==> config.mk <==
export PLATFORM = sky130hd
export DESIGN_NAME = decode_stage
export DESIGN_NICKNAME = d
export VERILOG_FILES = /design/src/rtl/control_pkg.sv /design/src/rtl/inst_decoder.sv /design/src/rtl/decode_stage.sv
export SDC_FILE = /design/constraint.sdc
export NUM_CORES = 1
export LEC_CHECK = 0
export ABC_AREA = 1
export CORE_ASPECT_RATIO = 0.8
export CORE_MARGIN = 4
export CORE_UTILIZATION = 45
export CTS_CLUSTER_SIZE = 14
export DETAILED_ROUTE_END_ITERATION = 12
export HOLD_SLACK_MARGIN = 0.12
export PLACE_DENSITY = 0.9
export SLEW_MARGIN = 20
export SYNTH_ARGS = -nofsm -noshare
export SYNTH_HDL_FRONTEND = slang
export SYNTH_SLANG_ARGS = --single-unit
==> constraint.sdc <==
create_clock -name clk -period 3 [get_ports clk]
set_input_delay 0.6 -clock clk [delete_from_list [all_inputs] [get_ports clk]]
set_output_delay 0.6 -clock clk [all_outputs]
set_load 0.02 [all_outputs]
==> src/rtl/control_pkg.sv <==
// Shared decode definitions for the ID stage.
// Contents: the control word (ctrl_t) that execute consumes, ALU and operand-select
// encodings, the BUBBLE and INVALID control words, the RV32I opcode/funct
// constants for the supported subset, and the decode FSM state type.
package control;

    localparam logic [3:0] ALU_ADD  = 4'd0;
    localparam logic [3:0] ALU_SLT  = 4'd1;
    localparam logic [3:0] ALU_SLTU = 4'd2;
    localparam logic [3:0] ALU_AND  = 4'd3;
    localparam logic [3:0] ALU_OR   = 4'd4;
    localparam logic [3:0] ALU_XOR  = 4'd5;
    localparam logic [3:0] ALU_SLL  = 4'd6;
    localparam logic [3:0] ALU_SRL  = 4'd7;
    localparam logic [3:0] ALU_SRA  = 4'd8;

    localparam logic       A_RS1 = 1'b0;
    localparam logic       A_PC  = 1'b1;

    localparam logic [2:0] IMM_I  = 3'd0;
    localparam logic [2:0] IMM_S  = 3'd1;
    localparam logic [2:0] IMM_U  = 3'd2;
    localparam logic [2:0] IMM_SH = 3'd3;

    typedef struct packed {
        logic       bubble;
        logic       invalid;
        logic       jump;
        logic       load;
        logic       store;
        logic       reg_write;
        logic [3:0] alu_op;
        logic       a_sel;
        logic [2:0] imm_sel;
    } ctrl_t;

    // A bubble enables nothing, so operation and selects are don't-care.
    localparam ctrl_t BUBBLE = '{bubble: 1'b1, invalid: 1'b0, jump: 1'b0,
                                 load: 1'b0, store: 1'b0, reg_write: 1'b0,
                                 alu_op: 4'bxxxx, a_sel: 1'bx, imm_sel: 3'bxxx};

    // jump=1 makes execute redirect to the trap vector and raise flush.
    localparam ctrl_t INVALID = '{bubble: 1'b0, invalid: 1'b1, jump: 1'b1,
                                  load: 1'b0, store: 1'b0, reg_write: 1'b0,
                                  alu_op: ALU_ADD, a_sel: A_RS1, imm_sel: IMM_I};

    localparam logic [6:0] OPC_OP_IMM = 7'b0010011;
    localparam logic [6:0] OPC_AUIPC  = 7'b0010111;
    localparam logic [6:0] OPC_LOAD   = 7'b0000011;
    localparam logic [6:0] OPC_STORE  = 7'b0100011;

    localparam logic [2:0] F3_ADD  = 3'b000;
    localparam logic [2:0] F3_SLL  = 3'b001;
    localparam logic [2:0] F3_SLT  = 3'b010;
    localparam logic [2:0] F3_SLTU = 3'b011;
    localparam logic [2:0] F3_XOR  = 3'b100;
    localparam logic [2:0] F3_SR   = 3'b101;
    localparam logic [2:0] F3_OR   = 3'b110;
    localparam logic [2:0] F3_AND  = 3'b111;
    localparam logic [2:0] F3_W    = 3'b010;

    localparam logic [6:0] F7_ZERO = 7'b0000000;
    localparam logic [6:0] F7_ALT  = 7'b0100000;

    typedef enum logic {RUN, TRAP} decode_state_t;

endpackage

==> src/rtl/inst_decoder.sv <==
// Combinational RV32I-subset decoder.
// Ports:
//   inst     in  32      instruction word
//   ctrl     out ctrl_t  control word (INVALID for anything unsupported)
//   uses_rs1 out 1       instruction reads rs1
//   uses_rs2 out 1       instruction reads rs2
module inst_decoder
    import control::*;
(
    input  logic [31:0] inst,
    output ctrl_t       ctrl,
    output logic        uses_rs1,
    output logic        uses_rs2
);

    logic [6:0] opcode;
    logic [2:0] funct3;
    logic [6:0] funct7;
    logic       unused_fields;

    assign opcode = inst[6:0];
    assign funct3 = inst[14:12];
    assign funct7 = inst[31:25];
    // Register and immediate fields do not affect classification.
    assign unused_fields = ^{inst[24:15], inst[11:7]};

    always_comb begin
        ctrl = INVALID;
        // Every matched opcode already ends in 2'b11; the explicit test keeps
        // compressed encodings out even if the opcode table grows.
        if (inst[1:0] == 2'b11) begin
            case (opcode)
                OPC_OP_IMM: begin
                    ctrl = '{bubble: 1'b0, invalid: 1'b0, jump: 1'b0,
                             load: 1'b0, store: 1'b0, reg_write: 1'b1,
                             alu_op: ALU_ADD, a_sel: A_RS1, imm_sel: IMM_I};
                    case (funct3)
                        F3_ADD:  ctrl.alu_op = ALU_ADD;
                        F3_SLT:  ctrl.alu_op = ALU_SLT;
                        F3_SLTU: ctrl.alu_op = ALU_SLTU;
                        F3_AND:  ctrl.alu_op = ALU_AND;
                        F3_OR:   ctrl.alu_op = ALU_OR;
                        F3_XOR:  ctrl.alu_op = ALU_XOR;
                        F3_SLL: begin
                            if (funct7 == F7_ZERO) begin
                                ctrl.alu_op  = ALU_SLL;
                                ctrl.imm_sel = IMM_SH;
                            end else begin
                                ctrl = INVALID;
                            end
                        end
                        default: begin  // F3_SR
                            ctrl.imm_sel = IMM_SH;
                            if (funct7 == F7_ZERO)
                                ctrl.alu_op = ALU_SRL;
                            else if (funct7 == F7_ALT)
                                ctrl.alu_op = ALU_SRA;
                            else
                                ctrl = INVALID;
                        end
                    endcase
                end
                OPC_AUIPC: begin
                    ctrl = '{bubble: 1'b0, invalid: 1'b0, jump: 1'b0,
                             load: 1'b0, store: 1'b0, reg_write: 1'b1,
                             alu_op: ALU_ADD, a_sel: A_PC, imm_sel: IMM_U};
                end
                OPC_LOAD: begin
                    if (funct3 == F3_W)
                        ctrl = '{bubble: 1'b0, invalid: 1'b0, jump: 1'b0,
                                 load: 1'b1, store: 1'b0, reg_write: 1'b1,
                                 alu_op: ALU_ADD, a_sel: A_RS1, imm_sel: IMM_I};
                end
                OPC_STORE: begin
                    if (funct3 == F3_W)
                        ctrl = '{bubble: 1'b0, invalid: 1'b0, jump: 1'b0,
                                 load: 1'b0, store: 1'b1, reg_write: 1'b0,
                                 alu_op: ALU_ADD, a_sel: A_RS1, imm_sel: IMM_S};
                end
                default: ctrl = INVALID;
            endcase
        end
    end

    assign uses_rs1 = !ctrl.invalid && (opcode != OPC_AUIPC);
    assign uses_rs2 = ctrl.store;

endmodule

==> src/rtl/decode_stage.sv <==
// Instruction-decode stage: decodes the fetch word and registers the control
// word, PC, instruction and register indices into the ID/EX boundary. Inserts
// load-use bubbles and parks in TRAP after an invalid instruction until flush.
// Ports:
//   clk, rst_n            clock, asynchronous active-low reset
//   if_valid/inst/pc      fetch word;  if_ready: word consumed this cycle
//   ex_ready              execute accepts the ID/EX register
//   flush                 redirect from execute, kills the fetch word
//   id_ctrl/pc/inst       registered control word, PC, instruction
//   id_rs1/rs2/rd         registered register indices
module decode_stage
    import control::*;
#(
    parameter int          XLEN     = 32,
    parameter logic [31:0] NOP_INST = 32'h0000_0013
) (
    input  logic            clk,
    input  logic            rst_n,
    input  logic            if_valid,
    input  logic [31:0]     if_inst,
    input  logic [XLEN-1:0] if_pc,
    output logic            if_ready,
    input  logic            ex_ready,
    input  logic            flush,
    output ctrl_t           id_ctrl,
    output logic [XLEN-1:0] id_pc,
    output logic [31:0]     id_inst,
    output logic [4:0]      id_rs1,
    output logic [4:0]      id_rs2,
    output logic [4:0]      id_rd
);

    typedef enum logic [1:0] {LD_HOLD, LD_BUBBLE, LD_DECODE} load_sel_t;

    ctrl_t         dec_ctrl;
    logic          uses_rs1;
    logic          uses_rs2;
    logic [4:0]    rs1;
    logic [4:0]    rs2;
    logic [4:0]    rd;
    logic          adv;
    logic          hz;
    decode_state_t state;
    decode_state_t state_next;
    load_sel_t     load_sel;

    inst_decoder u_dec (
        .inst     (if_inst),
        .ctrl     (dec_ctrl),
        .uses_rs1 (uses_rs1),
        .uses_rs2 (uses_rs2)
    );

    assign rs1 = if_inst[19:15];
    assign rs2 = if_inst[24:20];
    assign rd  = if_inst[11:7];
    assign adv = ex_ready | flush;

    // A load in ID/EX cannot forward to the word behind it; x0 never hazards.
    assign hz = id_ctrl.load && (id_rd != 5'd0) && if_valid &&
                ((uses_rs1 && (rs1 == id_rd)) || (uses_rs2 && (rs2 == id_rd)));

    always_ff @(posedge clk or negedge rst_n) begin
        if (!rst_n)
            state <= RUN;
        else
            state <= state_next;
    end

    always_comb begin
        state_next = state;
        if (adv) begin
            if (flush)
                state_next = RUN;
            else if (state == RUN && if_valid && !hz && dec_ctrl.invalid)
                state_next = TRAP;
        end
    end

    // Flush outranks stall, hazard and TRAP. While trapped, wrong-path words
    // are drained (consumed) but only bubbles enter ID/EX.
    always_comb begin
        if_ready = 1'b0;
        load_sel = LD_HOLD;
        if (adv) begin
            if (flush || state == TRAP || !if_valid) begin
                if_ready = 1'b1;
                load_sel = LD_BUBBLE;
            end else if (hz) begin
                load_sel = LD_BUBBLE;
            end else begin
                if_ready = 1'b1;
                load_sel = LD_DECODE;
            end
        end
    end

    always_ff @(posedge clk or negedge rst_n) begin
        if (!rst_n) begin
            id_ctrl <= BUBBLE;
            id_pc   <= '0;
            id_inst <= NOP_INST;
            id_rs1  <= 5'd0;
            id_rs2  <= 5'd0;
            id_rd   <= 5'd0;
        end else begin
            case (load_sel)
                LD_BUBBLE: begin
                    // id_pc deliberately keeps its last value.
                    id_ctrl <= BUBBLE;
                    id_inst <= NOP_INST;
                    id_rs1  <= 5'd0;
                    id_rs2  <= 5'd0;
                    id_rd   <= 5'd0;
                end
                LD_DECODE: begin
                    id_ctrl <= dec_ctrl;
                    id_pc   <= if_pc;
                    id_inst <= if_inst;
                    id_rs1  <= rs1;
                    id_rs2  <= rs2;
                    id_rd   <= rd;
                end
                default: ;
            endcase
        end
    end

endmodule
# Yosys cells after proc, flatten, opt, wreduce, memory -nomap -nowiden
# Cells that the tools add are included.
# Widths: inputs -> output; s select.
[word_totals] register_bits=94 in_bits=69 out_inout_bits=94 wordCells=85
[classes] n_eq_ne=17 mux=29 n_reduce_logical=22 n_bitwise=2
[ops] op="$pmux 32 s2" count=1
[ops] op="$pmux 14 s4" count=1
[ops] op="$pmux 5 s2" count=3
[ops] op="$pmux 14 s2" count=1
[ops] op="$pmux 4 s7" count=1
[ops] op="$mux 13" count=2
[ops] op="$eq 7x5->1 const B" count=2
[ops] op="$eq 7x6->1 const B" count=2
[ops] op="$mux 14" count=1
[ops] op="$mux 2" count=6
[ops] op="$pmux 6 s2" count=1
[ops] op="$eq 5x5->1" count=2
[ops] op="$mux 5" count=2
[ops] op="$eq 3x3->1 const B" count=3
[ops] op="$logic_and 1x1->1" count=9
[ops] op="$mux 4" count=2
[ops] op="$pmux 4 s2" count=1
[ops] op="$eq 7x2->1 const B" count=1
[ops] op="$logic_not 7->1" count=1
[ops] op="$ne 7x5->1 const B" count=1
[ops] op="$eq 3x2->1 const B" count=2
[ops] op="$mux 6" count=1
[ops] op="$reduce_or 6->1" count=1
[ops] op="$mux 1" count=5
[ops] op="other kinds (12)" count=18

# Logic depth before layout (Yosys ltp)
[logic_depth] depth_word=16 ltp_mapped=13 ltp_nobuf=12

# Modules after synthesis
# Synthesis repeated with hierarchy kept, for this count alone.
[hier_totals] cells_unflattened=492 hier_area_um2=3872.5
[by_module_without_submodules] mod="decode_stage" seq_area_each_um2=1981.9 n_inst=1 cells_per_inst=424 area_per_inst_um2=3540.9
[by_module_without_submodules] mod="inst_decoder" seq_area_each_um2=0.0 n_inst=1 cells_per_inst=68 area_per_inst_um2=331.6

# Least setup slack after synthesis
# Ideal clock, no wire load.
[synth_path] path_kind="in2out" startpoint="input port if_inst[5]" endpoint="output port if_ready" stages=11 path_slack_ns=0.660 t_arrival_ns=1.740 path_cell_list="nor2_1 -> nand2_1 -> nor2_1 -> nor2_1 -> nor2_1 -> nand3_1 -> nand2_1 -> nand2_2 -> buf_6 -> o21ai_0 -> inv_1"
[synth_between] elab_chain_cells=11
[synth_lines] element="start, declared" line_no="decode_stage.sv:20" rtl="input logic [31:0] if_inst,"
[synth_lines] element="$eq 7x6->1 (tied with other cells)" line_no="inst_decoder.sv:32" rtl="case (opcode)"
[synth_lines] element="$pmux 14 s4" line_no="inst_decoder.sv:32"
[synth_lines] element="$mux 14" line_no="inst_decoder.sv:31" rtl="if (inst[1:0] == 2'b11) begin"
[synth_lines] element="$logic_not 1->1" line_no="inst_decoder.sv:85" rtl="assign uses_rs1 = !ctrl.invalid && (opcode != OPC_AUIPC);"
[synth_lines] element="$logic_and 1x1->1" line_no="inst_decoder.sv:85"
[synth_lines] element="$logic_and 1x1->1" line_no="decode_stage.sv:61" rtl="((uses_rs1 && (rs1 == id_rd)) || (uses_rs2 && (rs2 == id_rd)));"
[synth_lines] element="$logic_or 1x1->1 (*)" line_no="decode_stage.sv:61"
[synth_lines] element="$logic_and 1x1->1 (*)" line_no="decode_stage.sv:60" rtl="assign hz = id_ctrl.load && (id_rd != 5'd0) && if_valid &&"
[synth_lines] element="$mux 1 (*)" line_no="decode_stage.sv:89" rtl="end else if (hz) begin"
[synth_lines] element="$mux 1 (*)" line_no="decode_stage.sv:86" rtl="if (flush || state == TRAP || !if_valid) begin"
[synth_lines] element="$mux 1 (*)" line_no="decode_stage.sv:85" rtl="if (adv) begin"
[synth_lines] element="end, declared" line_no="decode_stage.sv:22" rtl="output logic if_ready,"
# Mark *: on every way between the ends. The rest lies on a longest branch, timed or not.

# Worst setup path after layout
[layout_path] startpoint="input port if_inst[13]" endpoint="output port if_ready"
[layout_between] elab_chain_cells=13
[layout_lines] element="$eq 3x2->1 (tied with other cells)" line_no="inst_decoder.sv:37" rtl="case (funct3)"
[layout_lines] element="$reduce_or 6->1 (no line)"
[layout_lines] element="$pmux 6 s2" line_no="inst_decoder.sv:37"
[layout_lines] element="$pmux 14 s4 (*)" line_no="inst_decoder.sv:32"
[layout_lines] element="$mux 14 (*)" line_no="inst_decoder.sv:31"
[layout_lines] element="$logic_not 1->1" line_no="inst_decoder.sv:85"
[layout_lines] element="$logic_and 1x1->1" line_no="inst_decoder.sv:85"
[layout_lines] element="$logic_and 1x1->1" line_no="decode_stage.sv:61"
[layout_lines] element="$logic_or 1x1->1 (*)" line_no="decode_stage.sv:61"
[layout_lines] element="$logic_and 1x1->1 (*)" line_no="decode_stage.sv:60"
[layout_lines] element="$mux 1 (*)" line_no="decode_stage.sv:89"
[layout_lines] element="$mux 1 (*)" line_no="decode_stage.sv:86"
[layout_lines] element="$mux 1 (*)" line_no="decode_stage.sv:85"
# Marks and branches as above.

==> metrics.cfg <==
[clock_tree]
cts_tree = yes
clock_sinks = 77
ctsRootBufferMaster = clkbuf_8
cts_buffer_depth = 2
hold_buffers = 0
h-tree-depth = 3
worstSkewPairLatency_ns = 0.35
clkSlewWorstSetupHoldPaths_ns = 0.08
cts_buffers = 9

[logic_synthesis]
synth_area_um2 = 3660
synth_area_per_cell_um2 = 8.15
syn_nets = 518
netlist.area_leader.share_pct = 49.9
ys_warn_count = 0
synth_area_leaders = dfrtp_1, nand2_1, nand3_1
synth_cells = 449
ys_ff_latch = 77
yosysTopAreaCell = dfrtp_1
synth_cell_types = 30
synth-seq-area-share_pct = 52.8

[die]
num_rows = 29
dieHeight_um = 88.6
start_util_pct = 46.3
pin_count = 163
die_w_um = 109
design.die.area_um2 = 9650
core-area_um2 = 7910

[timing]
finalSetupViolCount = 0
rsz0062_at_grt = true
skew_ns = 0.00798
worst_slew_pin_slew_ns = 0.957
fmax_mhz = 337
finalHoldViolations = 0
maxSlewViolCount = 0
period_needed_ns = 2.97
fin_crit_sh_pct = 99.0
max_slew_margin_pct = 36.2
whs_ns = 0.370

[finish]
area_growth_pct = 52.4
insertedDiodeCount = 0
num-nets-final = 679
drive_gt1_share_pct = 9.76

[power]
leakagePower_nw = 2.71
peakVddDrop_mv = 0.316
p_per_area_nw_per_um2 = 468
p_total_mw = 2.61

[route]
wirelength_mm = 11.4
dr_total_vias = 3577
drt_iter0_markers = 233
viasPerCell = 4.95
drt_first_pass_iters = 4
ant_nets = 0
drc = 0
routedWlPerCell_um = 15.7

[grt]
grt-ovfl-total = 0
grt_max_degree = 78
grt_pass1_vias = 3554
antenna_found_initial = 0
grt_pass1_wl_mm = 17.4
gr-usage-all-layers_pct = 23.3

[run_status]
status = finished, final reports clean

[setup_path]
crit_arrival_ns = 2.37
crit_type = input pin to output port
required_ns = 2.40
end_kind = output port
startpoint_type = input pin
ff2ff_setup_slack_ns = 0.77
worstPathMaxFanout = 4

[worst_hold_path]
worst_hold_path_type = input pin to async pin

[placement]
numPortBuffers = 161
dp_hpwl_mm = 8.26
globalplace.congestion = 0.861

[run]
maxCapViolCount = 0

## layout by cell type (no fill, tap or decap), types with 2 or more instances in the layout
cell type          n
inv_1             24
nand3b_1           2
dfrtp_1           73
dfstp_2            4
nand2_1          161
xnor2_1            5
o21ai_1            2
clkdlybuf4s50_1  158
xor2_1             4
nand2_2            2
buf_4             29
nor2_4             2
clkbuf_8           9
nand3_1           79
nand4_1            4
a31oi_1            2
clkinv_2           2
nor2_1            26
o21ai_0            5
clkinvlp_4         2
or2_2              3
## through the flow
step	area [um2]	util, %	setup slack, ns	TNS (ns)	cells
after global placement	5360	67.8	-0.224	-0.224	706
after floorplan	3660	-	0.660	0	449
after CTS	5560	70.2	0.0691	0	722
after detailed placement	5360	67.8	-0.381	-3.34	706
after global routing	5580	70.5	-0.0735	-0.0735	723
final	5580	70.5	0.0308	0	723
## critical path: stages
cell and delay [ns]:
clkdlybuf4s50_1 0.47, inv_1 0.10, nor3_4 0.22, nand2_1 0.12, nor2_1 0.19, nand4_1 0.14, nand2_1 0.12, nand2_2 0.06
o21ai_1 0.14, inv_1 0.05, buf_2 0.16
## cell type report
cell class	instances	area [um2]
clock buffers	10	128
multi-input cells	308	1400
fillers	657	2330
inverters	24	90.1
well taps	108	135
flip-flops and latches	77	1930
repair buffers	190	1830
clock inverters	6	63.8
## metal layers
layer,vias to the layer above,track usage [%],share of wire (%)
met2,140,39.3,50
met5,-,0,0
met4,0,8.37,2.1
met3,27,5.47,7.1
met1,1678,29.5,40
li1,1732,-,-
## where the power goes
group          switching (mW)  internal, mW  leakage, nW  total, mW
Combinational           0.331         0.320         1.62      0.651
Sequential             0.0561          1.13         1.00       1.19
Clock                   0.388         0.383       0.0923      0.771
## cell usage after synthesis
library cell	instances
xor2_1	4
dfstp_2	4
o21ai_0	6
nand4_1	4
nor3_1	1
o311ai_0	1
nand2_1	161
nor2_1	29
buf_4	20
inv_1	24
buf_6	4
a21oi_1	1
nor3_2	1
nor4_1	1
buf_2	5
a21oi_2	1
nand3_1	79
conb_1	1
o21ai_1	1
or2_2	3
dfrtp_1	73
xnor2_1	5
o31ai_1	1
clkbuf_1	7
nand2_2	2
o211ai_1	1
o22ai_1	1
a31oi_1	2
buf_1	4
nand3b_1	2
## sequential cells by signal, indices dropped and copies added, names as in the netlist
signal and flops:
state 1, id_inst 32, id_ctrl 12, id_pc 32
## timing repair
| action | in CTS | in global routing |
|---|---|---|
| resized for setup | 6 | 4 |
| cloned | 0 | 0 |
| pin swaps | 0 | 1 |
| setup endpoints to repair | 1 | 33 |
| setup buffers | 0 | 1 |
## path summary, 6_finish.rpt
| check | startpoint | to | depth (start not counted) |
|---|---|---|---|
| worst max-delay path | if_inst[13] | if_ready | 11 |
| worst min-delay path | rst_n | id_pc[17]$_DFFE_PN0N_ | 1 |
| worst max register to register | id_inst[7]$_DFFE_PN0P_ | id_pc[24]$_DFFE_PN0N_ | 10 |
| worst min register to register | id_pc[13]$_DFFE_PN0N_ | id_pc[13]$_DFFE_PN0N_ | 2 |
| max in group asynchronous | rst_n | id_inst[20]$_DFFE_PN0P_ | 1 |
| min in group clk | id_pc[13]$_DFFE_PN0N_ | id_pc[13]$_DFFE_PN0N_ | 2 |
## cell families after synthesis
logic type      synth area share (%)
flops                           52.8
buf+inv                         9.61
other cells                    0.103
simple gates                    32.8
compound gates                  2.50
xor+xnor                        2.15
(Power assumes the default switching activity.)
